<file path="config.mk">
export PLATFORM = sky130hd
export DESIGN_NAME = rotate_seq_ctrl_flat
export DESIGN_NICKNAME = d
export VERILOG_FILES = /design/src/rtl/rotate_seq_ctrl_if.sv /design/src/rtl/rotate_seq_ctrl.sv /design/src/flat_wrapper.sv
export SDC_FILE = /design/constraint.sdc
export NUM_CORES = 1
export LEC_CHECK = 0
export ABC_AREA = 1
export BUFFER_PORTS_ARGS = -buffer_cell sky130_fd_sc_hd__buf_2
export CAP_MARGIN = 20
export CORE_MARGIN = 5
export CORE_UTILIZATION = 42
export CTS_CLUSTER_DIAMETER = 100
export DETAILED_ROUTE_END_ITERATION = 8
export GPL_ROUTABILITY_DRIVEN = 0
export PLACE_DENSITY_LB_ADDON = 0.08
export SKIP_LAST_GASP = 1
export SLEW_MARGIN = 25
export SYNTH_ARGS = -nofsm -noshare
export SYNTH_HDL_FRONTEND = slang
export SYNTH_SLANG_ARGS = --single-unit
</file>
<file path="constraint.sdc">
create_clock -name clk -period 1.7 [get_ports clk]
set_clock_uncertainty 0.05 [all_clocks]
set_input_delay 0.51 -clock clk [delete_from_list [all_inputs] [get_ports clk]]
set_output_delay 0.51 -clock clk [all_outputs]
set_load 0.01 [all_outputs]
</file>
<file path="src/rtl/rotate_seq_ctrl_if.sv">
// Handshake/strobe bundle between the rotate sequencer (master) and its consumers (slave).
// The abort/aborted pair exists only when ROTATE_SEQ_ABORT_EN is defined.
interface rotate_seq_ctrl_if #(
  parameter int LANES = 24,
  parameter int BITS  = 64
);
  logic                     start;
  logic                     busy;
  logic                     read_en;
  logic                     wr_en;
  logic                     file_write;
  logic                     done;
  logic [$clog2(LANES)-1:0] lane_idx;
  logic [$clog2(BITS)-1:0]  bit_idx;
`ifdef ROTATE_SEQ_ABORT_EN
  logic                     abort;
  logic                     aborted;

  modport master (
    input  start, abort,
    output busy, read_en, wr_en, file_write, done, lane_idx, bit_idx, aborted
  );
  modport slave (
    output start, abort,
    input  busy, read_en, wr_en, file_write, done, lane_idx, bit_idx, aborted
  );
`else
  modport master (
    input  start,
    output busy, read_en, wr_en, file_write, done, lane_idx, bit_idx
  );
  modport slave (
    output start,
    input  busy, read_en, wr_en, file_write, done, lane_idx, bit_idx
  );
`endif
endinterface

</file>
<file path="src/rtl/rotate_seq_ctrl.sv">
// Rotate-step sequencer: owns lane/bit/latency counters and emits registered Moore strobes.
// Optional abort path is compiled in with ROTATE_SEQ_ABORT_EN.
module rotate_seq_ctrl #(
  parameter int LANES  = 24,
  parameter int BITS   = 64,
  parameter int RD_LAT = 1
) (
  input  logic              clk,
  input  logic              rst,
  rotate_seq_ctrl_if.master bus
);
  localparam int LW       = $clog2(LANES);
  localparam int BW       = $clog2(BITS);
  localparam int LAT_LAST = (RD_LAT > 1) ? RD_LAT - 2 : 0;
  localparam logic [LW-1:0] LANE_LAST = LW'(LANES - 1);
  localparam logic [BW-1:0] BIT_LAST  = BW'(BITS - 1);

  typedef enum logic [2:0] {
    S_IDLE, S_READ, S_WAIT, S_WRITE, S_NEXT, S_FLUSH, S_DONE
  } state_t;

  state_t        state_q, state_d;
  logic [LW-1:0] lane_q, lane_d;
  logic [BW-1:0] bit_q, bit_d;
  logic [1:0]    lat_q, lat_d;
  logic          busy_q, read_en_q, wr_en_q, file_write_q, done_q;
  logic          abort_hit;

`ifdef ROTATE_SEQ_ABORT_EN
  logic          aborted_q;
  assign abort_hit = bus.abort && (state_q != S_IDLE);
`else
  assign abort_hit = 1'b0;
`endif

  always_comb begin
    state_d = state_q;
    lane_d  = lane_q;
    bit_d   = bit_q;
    lat_d   = lat_q;
    case (state_q)
      S_IDLE: begin
        lane_d = '0;
        bit_d  = '0;
        lat_d  = '0;
        if (bus.start) state_d = S_READ;
      end
      S_READ: begin
        lane_d  = '0;
        lat_d   = '0;
        state_d = (RD_LAT > 1) ? S_WAIT : S_WRITE;
      end
      S_WAIT: begin
        if (int'(lat_q) == LAT_LAST) state_d = S_WRITE;
        else                         lat_d   = lat_q + 2'd1;
      end
      S_WRITE: begin
        // Explicit wrap keeps non-power-of-two lane counts correct.
        if (lane_q == LANE_LAST) begin
          lane_d  = '0;
          state_d = S_NEXT;
        end else begin
          lane_d = lane_q + LW'(1);
        end
      end
      S_NEXT: begin
        lane_d = '0;
        if (bit_q == BIT_LAST) begin
          state_d = S_FLUSH;
        end else begin
          bit_d   = bit_q + BW'(1);
          state_d = S_READ;
        end
      end
      S_FLUSH: state_d = S_DONE;
      S_DONE: begin
        bit_d   = '0;
        state_d = S_IDLE;
      end
      default: state_d = S_IDLE;
    endcase
    if (abort_hit) begin
      state_d = S_IDLE;
      lane_d  = '0;
      bit_d   = '0;
      lat_d   = '0;
    end
  end

  // Strobes are decoded from the next state so they line up with state_q after the edge.
  always_ff @(posedge clk) begin
    if (!rst) begin
      state_q      <= S_IDLE;
      lane_q       <= '0;
      bit_q        <= '0;
      lat_q        <= '0;
      busy_q       <= 1'b0;
      read_en_q    <= 1'b0;
      wr_en_q      <= 1'b0;
      file_write_q <= 1'b0;
      done_q       <= 1'b0;
`ifdef ROTATE_SEQ_ABORT_EN
      aborted_q    <= 1'b0;
`endif
    end else begin
      state_q      <= state_d;
      lane_q       <= lane_d;
      bit_q        <= bit_d;
      lat_q        <= lat_d;
      busy_q       <= (state_d != S_IDLE);
      read_en_q    <= (state_d == S_READ);
      wr_en_q      <= (state_d == S_WRITE);
      file_write_q <= (state_d == S_FLUSH);
      done_q       <= (state_d == S_DONE);
`ifdef ROTATE_SEQ_ABORT_EN
      aborted_q    <= abort_hit;
`endif
    end
  end

  assign bus.busy       = busy_q;
  assign bus.read_en    = read_en_q;
  assign bus.wr_en      = wr_en_q;
  assign bus.file_write = file_write_q;
  assign bus.done       = done_q;
  assign bus.lane_idx   = lane_q;
  assign bus.bit_idx    = bit_q;
`ifdef ROTATE_SEQ_ABORT_EN
  assign bus.aborted    = aborted_q;
`endif

endmodule

</file>
<file path="src/flat_wrapper.sv">
// flat-port wrapper written by rule: the top's interface ports become plain ports
module rotate_seq_ctrl_flat 
#(
  parameter int LANES  = 24,
  parameter int BITS   = 64,
  parameter int RD_LAT = 1
)
  (clk, rst, bus_start, bus_busy, bus_read_en, bus_wr_en, bus_file_write, bus_done, bus_lane_idx, bus_bit_idx);
  rotate_seq_ctrl_if #(.LANES(LANES), .BITS(BITS)) bus_i ();
  input  logic clk;
  input  logic rst;
  input wire logic [$bits(bus_i.start)-1:0] bus_start;
  output wire logic [$bits(bus_i.busy)-1:0] bus_busy;
  output wire logic [$bits(bus_i.read_en)-1:0] bus_read_en;
  output wire logic [$bits(bus_i.wr_en)-1:0] bus_wr_en;
  output wire logic [$bits(bus_i.file_write)-1:0] bus_file_write;
  output wire logic [$bits(bus_i.done)-1:0] bus_done;
  output wire logic [$bits(bus_i.lane_idx)-1:0] bus_lane_idx;
  output wire logic [$bits(bus_i.bit_idx)-1:0] bus_bit_idx;
  assign bus_i.start = bus_start;
  assign bus_busy = bus_i.busy;
  assign bus_read_en = bus_i.read_en;
  assign bus_wr_en = bus_i.wr_en;
  assign bus_file_write = bus_i.file_write;
  assign bus_done = bus_i.done;
  assign bus_lane_idx = bus_i.lane_idx;
  assign bus_bit_idx = bus_i.bit_idx;
  rotate_seq_ctrl #(.LANES(LANES), .BITS(BITS), .RD_LAT(RD_LAT)) u_core (.clk(clk), .rst(rst), .bus(bus_i));
endmodule
</file>
-- Word level (Yosys, flattened, before mapping)
Cells that the tools add are included.
- reduce and logical (&&, ||, !) cells: 11
- mux-type cells: 11
- add/subtract/negate cells: 3
- eq/ne operators: 14
- operators with widths (kind ; count):
    3-bit case mux with 6 select lines ; 1
    3-bit equality test, second input constant ; 5
    3-bit two-way mux ; 4
    6-bit case mux with 2 select lines ; 1
    5-bit case mux with 2 select lines ; 1
    3-bit by 2-bit equality test with 1-bit output, second input constant ; 3
    6-bit by 1-bit adder with 6-bit output, second input constant ; 1
    3-bit by 1-bit equality test with 1-bit output, second input constant ; 2
    6-bit equality test, second input constant ; 1
    6-bit two-way mux ; 1
    2-bit nonzero test ; 3
    5-bit by 1-bit adder with 5-bit output, second input constant ; 1
    5-bit equality test, second input constant ; 1
    5-bit two-way mux ; 1
    2-bit != test, second input constant ; 2
    2-bit case mux with 2 select lines ; 1
    2-bit AND reduction ; 2
    2-bit OR reduction ; 2
    3-bit logical NOT ; 1
    3-bit nonzero test ; 1
    3-bit OR reduction ; 1
    2-bit by 1-bit adder with 2-bit output, second input constant ; 1
    2-bit logical NOT ; 1
    2-bit two-way mux ; 1
- word-level logic and storage cells: 48
- bits in registers: 21
- output and inout port bits: 16
- input port bits: 3

-- Depth between registers and ports, before layout
Gate-level depths: netlist of run 1.
- word-level depth: 4
- gate-level depth with buffers: 8
- depth with buffers taken out: 8

-- Worst setup path before layout of run 1
OpenSTA, ideal clock, no wires.
- kind: register to register
- start point: register u_core.bit_q[0] (netlist: u_core.bus.bit_idx[0])
- end point: register u_core.bit_q[3] (netlist: u_core.bus.bit_idx[3])
- setup slack: 260 ps
- arrival: 1319 ps
- buffers on the path: 0
- stages on the path, launching flop included: 8
- data required time: 1580 ps
- setup time: 70 ps
- period minus slack after synthesis: 1440 ps
- cell sequence: dfxtp_1 -> ha_1 -> nand3_1 -> nor2_2 -> nor2_4 -> nor2_4 -> nand2_1 -> a21oi_1
- longest elaborated chain between the ends: 3
- elaborated cells on any way between the ends: 6
- those cells by class: add/sub (1); eq/ne (2); mux (2); reduce/logical (1)
- ends and longest elaborated chain (element ; line ; RTL):
    start: declaration ; rotate_seq_ctrl.sv:24 ; logic [BW-1:0] bit_q, bit_d;
    start signal: assignment ; rotate_seq_ctrl.sv:108 ; bit_q <= bit_d;
    6-bit by 1-bit adder with 6-bit output or 6-bit equality test (tied branches) ; rotate_seq_ctrl.sv:71, rotate_seq_ctrl.sv:68 ;
    6-bit two-way mux or 2-bit != test (tied branches) ; n/a ;
    6-bit case mux with 2 select lines or 2-bit AND reduction (tied branches) ; n/a ;
Parallel ways exist; a longest one is shown, timed or not. The select of a mux whose other input is x is not followed.
A chain may end at the register's enable or synchronous reset.

-- Worst setup path in the final report of run 1
- start point: register u_core.bit_q[0] (netlist: u_core.bus.bit_idx[0])
- end point: output bus_bit_idx[0]
- RTL lines (element ; line ; RTL):
    end: declaration ; flat_wrapper.sv:19 ; output wire logic [$bits(bus_i.bit_idx)-1:0] bus_bit_idx;
No word-level cell between the ends.

==> results of run 1 <==
[routing by layer]
layer	share of wire (%)	vias up	wire length, µm
li1	-	506	-
met1	46	428	990
met2	45	38	956
met3	8.3	2	178
met4	0.65	0	14
met5	0	-	0
[layout make-up]
| cell class | count | area (µm²) | share of cell area (%) |
|---|---|---|---|
| multi-input combinational | 100 | 496.7 | 43.15 |
| tap | 28 | 35.03 | 3.043 |
| sequential | 21 | 420.4 | 36.52 |
| inverter | 20 | 75.07 | 6.522 |
| clock buffer | 4 | 26.28 | 2.283 |
| timing repair buffer | 19 | 97.59 | 8.478 |
[synthesized netlist by cell type (2+ instances only)]
library cell / n / area share (%)
nor2_2: 3 / 1.9
ha_1: 3 / 3.8
nand2_1: 36 / 14
o21ai_1: 3 / 1.5
nand3_1: 13 / 6.5
o21ai_0: 5 / 2.5
nor2_1: 12 / 4.5
inv_1: 19 / 7.2
nor2_4: 2 / 2.3
a21oi_1: 13 / 6.5
dfxtp_1: 21 / 42
nand4_1: 5 / 3.1
[kinds of logic after synthesis]
family                     synth area share (%)
DFF                                       42.21
buffers and inverters                     7.914
xor gates and xnor gates                  1.759
adders and majority gates                 3.769
AOI/OAI and AO/OA                         11.31
and+or+nand+nor                           33.04
[placed cells by master, fill, tap and decap left out, types with 2 or more instances in the layout]
cell type	synthesis	final
ha_1	3	3
inv_1	19	19
nor2_2	3	3
a21oi_1	13	13
nand3_1	13	13
clkbuf_4	0	3
nor2_4	2	2
nand2_1	36	36
nand4_1	5	5
o21ai_0	5	5
dfxtp_1	21	21
buf_2	0	18
nor2_1	12	12
o21ai_1	3	3
[stage by stage]
stage	util, %	setup WS, ns	hold slack [ns]	power, mW
after global routing	51.54	0.05212	0.4629	1.282
after detailed placement	50.36	0.2502	0.4085	0.9780
after CTS	51.54	0.1938	0.4261	1.212
final	51.54	0.2043	0.4221	1.198
after floorplan	-	0.2603	0.3935	0.8555
after global placement	50.36	0.2831	0.4077	0.9730
[power by group]
part           internal [mW]  switching, mW
sequential             0.546         0.0378
clock                 0.0914          0.138
combinational          0.130          0.254
total                  0.767          0.430
[critical path, cell delays in order (launching register included)]
cell and delay, ns:
dfxtp_1 0.35, buf_4 0.15, buf_2 0.13
[sequential cells by signal, summed over array words and instances (netlist names)]
name,cells
u_core.bus.bit_idx,6
u_core.bus.lane_idx,5
u_core.state_q,3
u_core.lat_q,2
u_core.bus.busy,1
u_core.bus.done,1
u_core.bus.file_write,1
u_core.bus.read_en,1
u_core.bus.wr_en,1
[worst paths after layout]
path | from | end | slack [ns] | cells past startpoint
worst max-delay path | u_core.bus.bit_idx[0] | bus_bit_idx[0] | 0.20 | 2
worst min register to register | u_core.lat_q[1] | u_core.lat_q[1] | 0.42 | 2
worst min-delay path | u_core.lat_q[1] | u_core.lat_q[1] | 0.42 | 2
worst max register to register | u_core.bus.bit_idx[1] | u_core.bus.bit_idx[3] | 0.22 | 7
==> results.sh, run 1 <==
export IMPL_grtUsageMet1_pct=16.40
export IMPL_grt_setup_unrepaired="no"
export IMPL_post_cts_setup_buffers=0
export IMPL_grt_overflow=0
export IMPL_ys_seq_elements=21
export IMPL_wire_per_inst_um=11.15
export IMPL_final_layout_size_suffix_gt1_share_pct=17.68
export IMPL_worstPathRequired_ns=1.14
export IMPL_routed_wl_um=2140
export IMPL_gr_max_usage_layer="met2"
export IMPL_clk_latency_ns=0.30
export IMPL_antenna_cells=0
export IMPL_synthArstFlopShare_pct=0
export IMPL_grt_max_degree=13
export IMPL_grt_pass1_wl_um=3539
export IMPL_setup_viol=0
export IMPL_via_per_inst=5.073
export IMPL_final_area_um2=1151
export IMPL_leakage_nw=0.5522
export IMPL_route_detailed_drc=0
export IMPL_drv_cap=0
export IMPL_slew_headroom_pct=67.13
export IMPL_first_pass_iters=5
export IMPL_synth_area_per_cell_um2=7.014
export IMPL_synthCells=142
export IMPL_crit_fanout=7
export IMPL_cts_path_max_buffers=2
export IMPL_ant_nets=0
export IMPL_hold_viol=0
export IMPL_grt_util_met3_pct=5.044
export IMPL_antenna_found_initial=0
export IMPL_n_fill_cell=239
export IMPL_syn_cell_area_um2=996.0
export IMPL_die_h_um=58.70
export IMPL_worstSetupEndpointType="output port"
export IMPL_cts_root_buf="clkbuf_4"
export IMPL_fmax_ghz=0.6686
export IMPL_setup_tns_ns=0
export IMPL_die_area_um2=3445
export IMPL_ys_types=19
export IMPL_drt_iter0_drc=29
export IMPL_clock_sinks=21
export IMPL_dp_cells=188
export IMPL_path_class="flip-flop to output port"
export IMPL_via_count=974
export IMPL_timing_final_crit_period_ns=1.496
export IMPL_place_area_um2=1125
export IMPL_syn2layout_area_growth_pct=15.58
export IMPL_tightest_slew_ns=0.4897
export IMPL_cts_resized=0
export IMPL_fin_cells=192
export IMPL_p_per_area_nw_per_um2=1040
export IMPL_critPathLaunchType="flip-flop"
export IMPL_pin_count=19
export IMPL_fin_nets=171
export IMPL_synth_ff_type="dfxtp_1"
export IMPL_rows=17
export IMPL_cts_buffers=3
export IMPL_synth_seq_area_share_pct=42.21
export IMPL_status="complete, no violations"
export IMPL_die_w_um=58.70
export IMPL_portBuffers=18
export IMPL_grt_pass1_vias=861
export IMPL_holdBufCountCts=0
export IMPL_use_met2_pct=21.69
export IMPL_slew_violations=0
export IMPL_start_util_pct=44.59
export IMPL_htree_levels=1
export IMPL_syn_nets=148
export IMPL_hpwlAfterDp_um=1639
export IMPL_clk_pin_slew_worst_paths_ns=0.11
export IMPL_core_um2=2233
export IMPL_grt_usage_pct=13.20
export IMPL_cp_data_arrival_time_ns=0.94
export IMPL_cts_tree="done"
export IMPL_hold_class="flip-flop to flip-flop"
export IMPL_synth_warnings=0
export IMPL_synth_edf_count=0
export IMPL_fin_crit_sh_pct=87.98
export IMPL_irDropWorstVdd_mv=0.7799
(Power assumes the default switching activity.)
==> inputs of run 2 (changes only) <==
Settings changed: CTS_CLUSTER_DIAMETER 100 to default.
Clock period 1.7 ns to 1.45 ns, I/O delays scaled along.
==> results.sh, run 2 (same netlist as run 1, synthesis figures left out) <==
export IMPL_fin_nets=178
export IMPL_clkPwrFrac_pct=19.9
export IMPL_hpwlAfterDp_um=1620
export IMPL_critPathMaxStageDelay_ns=0.35
export IMPL_pin_count=19
export IMPL_cts_buffers=3
export IMPL_worstHoldStart="u_core.lat_q[1]"
export IMPL_slew_violations=0
export IMPL_core_um2=2233
export IMPL_grt_usage_pct=13.74
export IMPL_ant_nets=0
export IMPL_clk_latency_ns=0.30
export IMPL_p_sw_share_pct=36.92
export IMPL_leakage_nw=0.5934
export IMPL_final_layout_size_suffix_gt1_share_pct=31.58
export IMPL_crit_fanout=7
export IMPL_via_per_inst=4.970
export IMPL_p_int_mw=0.9203
export IMPL_critPathLaunchType="flip-flop"
export IMPL_layout_commonest_cell="nand2_1"
export IMPL_r2r_start="u_core.bus.bit_idx[0]"
export IMPL_htree_levels=1
export IMPL_hold_viol=0
export IMPL_drt_iter0_drc=25
export IMPL_worstSetupEndpointType="output port"
export IMPL_wire_per_inst_um=11.20
export IMPL_p_per_area_nw_per_um2=1157
export IMPL_syn2layout_area_growth_pct=26.63
export IMPL_grt_pass1_wl_um=3691
export IMPL_crit_chain="buf_4 -> buf_2"
export IMPL_dp_cells=193
export IMPL_grt_overflow=0
export IMPL_min_path_cells=2
export IMPL_power_combinational_fraction_pct=32.8
export IMPL_portBuffers=18
export IMPL_holdPathEnd="u_core.lat_q[1]"
export IMPL_via_count=989
export IMPL_cts_root_buf="clkbuf_4"
export IMPL_ff2ff_path_depth=7
export IMPL_cp_data_arrival_time_ns=0.94
export IMPL_clock_sinks=21
export IMPL_route_detailed_drc=0
export IMPL_routed_wl_um=2228
export IMPL_hold_class="flip-flop to flip-flop"
export IMPL_cts_tree="done"
export IMPL_layout_common_cells="nand2_1, inv_1, buf_2"
export IMPL_die_h_um=58.70
export IMPL_grt_pass1_vias=880
export IMPL_start_util_pct=44.59
export IMPL_cts_path_max_buffers=2
export IMPL_rr_endpoint="u_core.bus.bit_idx[3]"
export IMPL_antenna_cells=0
export IMPL_grt_max_degree=13
export IMPL_rows=17
export IMPL_holdBufCountCts=0
export IMPL_die_w_um=58.70
export IMPL_fmax_ghz=0.7021
export IMPL_final_util_pct=56.47
export IMPL_first_pass_iters=4
export IMPL_clk_pin_slew_worst_paths_ns=0.12
export IMPL_fin_cells=199
export IMPL_largest_reg_flops=6
export IMPL_die_area_um2=3445
export IMPL_switchingPower_mw=0.5387
export IMPL_grt_setup_unrepaired="yes"
export IMPL_fin_crit_sh_pct=98.22
export IMPL_worstPathRequired_ns=0.97
export IMPL_setup_viol=0
export IMPL_seqPwrFrac_pct=47.3
export IMPL_rrSetupSlack_ns=0.04
export IMPL_status="complete, no violations"
export IMPL_cp_slowest_cell="dfxtp_2"
export IMPL_slew_headroom_pct=68.69
export IMPL_tightest_slew_ns=0.4691
export IMPL_hold_slack_ns=0.4215
export IMPL_timing_final_crit_period_ns=1.424
export IMPL_antenna_found_initial=0
export IMPL_path_class="flip-flop to output port"
export IMPL_irDropWorstVdd_mv=0.7782
export IMPL_drv_cap=0
-- run 2: cell count changes in the layout (fill, tap and decap cells not counted), moves of 3 or more --
cell / delta
a21oi_2: +3
nand2_1: -4
dfxtp_1: -7
buf_4: +7
nand2_2: +4
a21oi_1: -3
dfxtp_2: +7
-- run 2: worst max path at each step --
stage | start | to | slack, ns | cells past startpoint
2_1_floorplan | u_core.bus.bit_idx[0] | u_core.bus.bit_idx[3] | 0.01 | 7
3_3_place_gp | u_core.bus.lane_idx[0] | u_core.bus.busy | 0.08 | 8
3_5_place_dp | u_core.bus.bit_idx[0] | u_core.bus.bit_idx[5] | 0.06 | 7
4_1_cts | u_core.bus.bit_idx[0] | bus_bit_idx[0] | 0.0002 | 2
5_1_grt | u_core.bus.bit_idx[0] | u_core.bus.bit_idx[1] | -0.06 | 7
6_report | u_core.bus.bit_idx[0] | bus_bit_idx[0] | 0.03 | 2
-- run 2: per-layer routing --
| metal | wire length [µm] | vias to the layer above | global-route usage, % |
|---|---|---|---|
| li1 | - | 518 | - |
| met1 | 1038 | 443 | 17.71 |
| met2 | 1039 | 26 | 22.65 |
| met3 | 135 | 2 | 2.851 |
| met4 | 15 | 0 | 4.854 |
| met5 | 0 | - | 0 |
-- run 2: power by group through the flow --
stage / sequential [mW] / clock (mW) / combinational [mW]
finish: 0.690 / 0.290 / 0.478
global route: 0.698 / 0.341 / 0.540
CTS: 0.684 / 0.306 / 0.470
detailed placement: 0.695 / 0 / 0.469
global placement: 0.696 / 0 / 0.468
floorplan: 0.727 / 0 / 0.276
-- run 2: what timing repair did --
| action | CTS | global route |
|---|---|---|
| gates resized for setup | 0 | 20 |
| setup buffers | 0 | 2 |
| endpoints found under the setup margin | 0 | 14 |
| hold endpoints to repair | 0 | 0 |
-- run 2: per-stage QoR --
stage | worst slack, ns | setup TNS [ns] | power (mW) | cell area, µm²
detailed placement | 0.05896 | 0 | 1.164 | 1162
global route | -0.06132 | -0.3161 | 1.579 | 1261
CTS | 0.0001826 | 0 | 1.459 | 1190
global placement | 0.08197 | 0 | 1.163 | 1162
finish | 0.02576 | 0 | 1.459 | 1261
floorplan | 0.01030 | 0 | 1.003 | 996.0
-- run 2: worst max-delay path: cells and delay by family (launching register included) --
kind | cells | cell delay [ns]
flops | 1 | 0.35
buf+inv | 2 | 0.29
-- run 2: layout make-up --
| type | count | area, µm² |
|---|---|---|
| fillers | 220 | 972.2 |
| multi-input cells | 100 | 538.0 |
| flip-flops and latches | 21 | 429.2 |
| repair buffers | 26 | 156.4 |
| inverters | 20 | 75.07 |
| well taps | 28 | 35.03 |
| clock buffers | 3 | 22.52 |
| clock inverters | 1 | 5.005 |
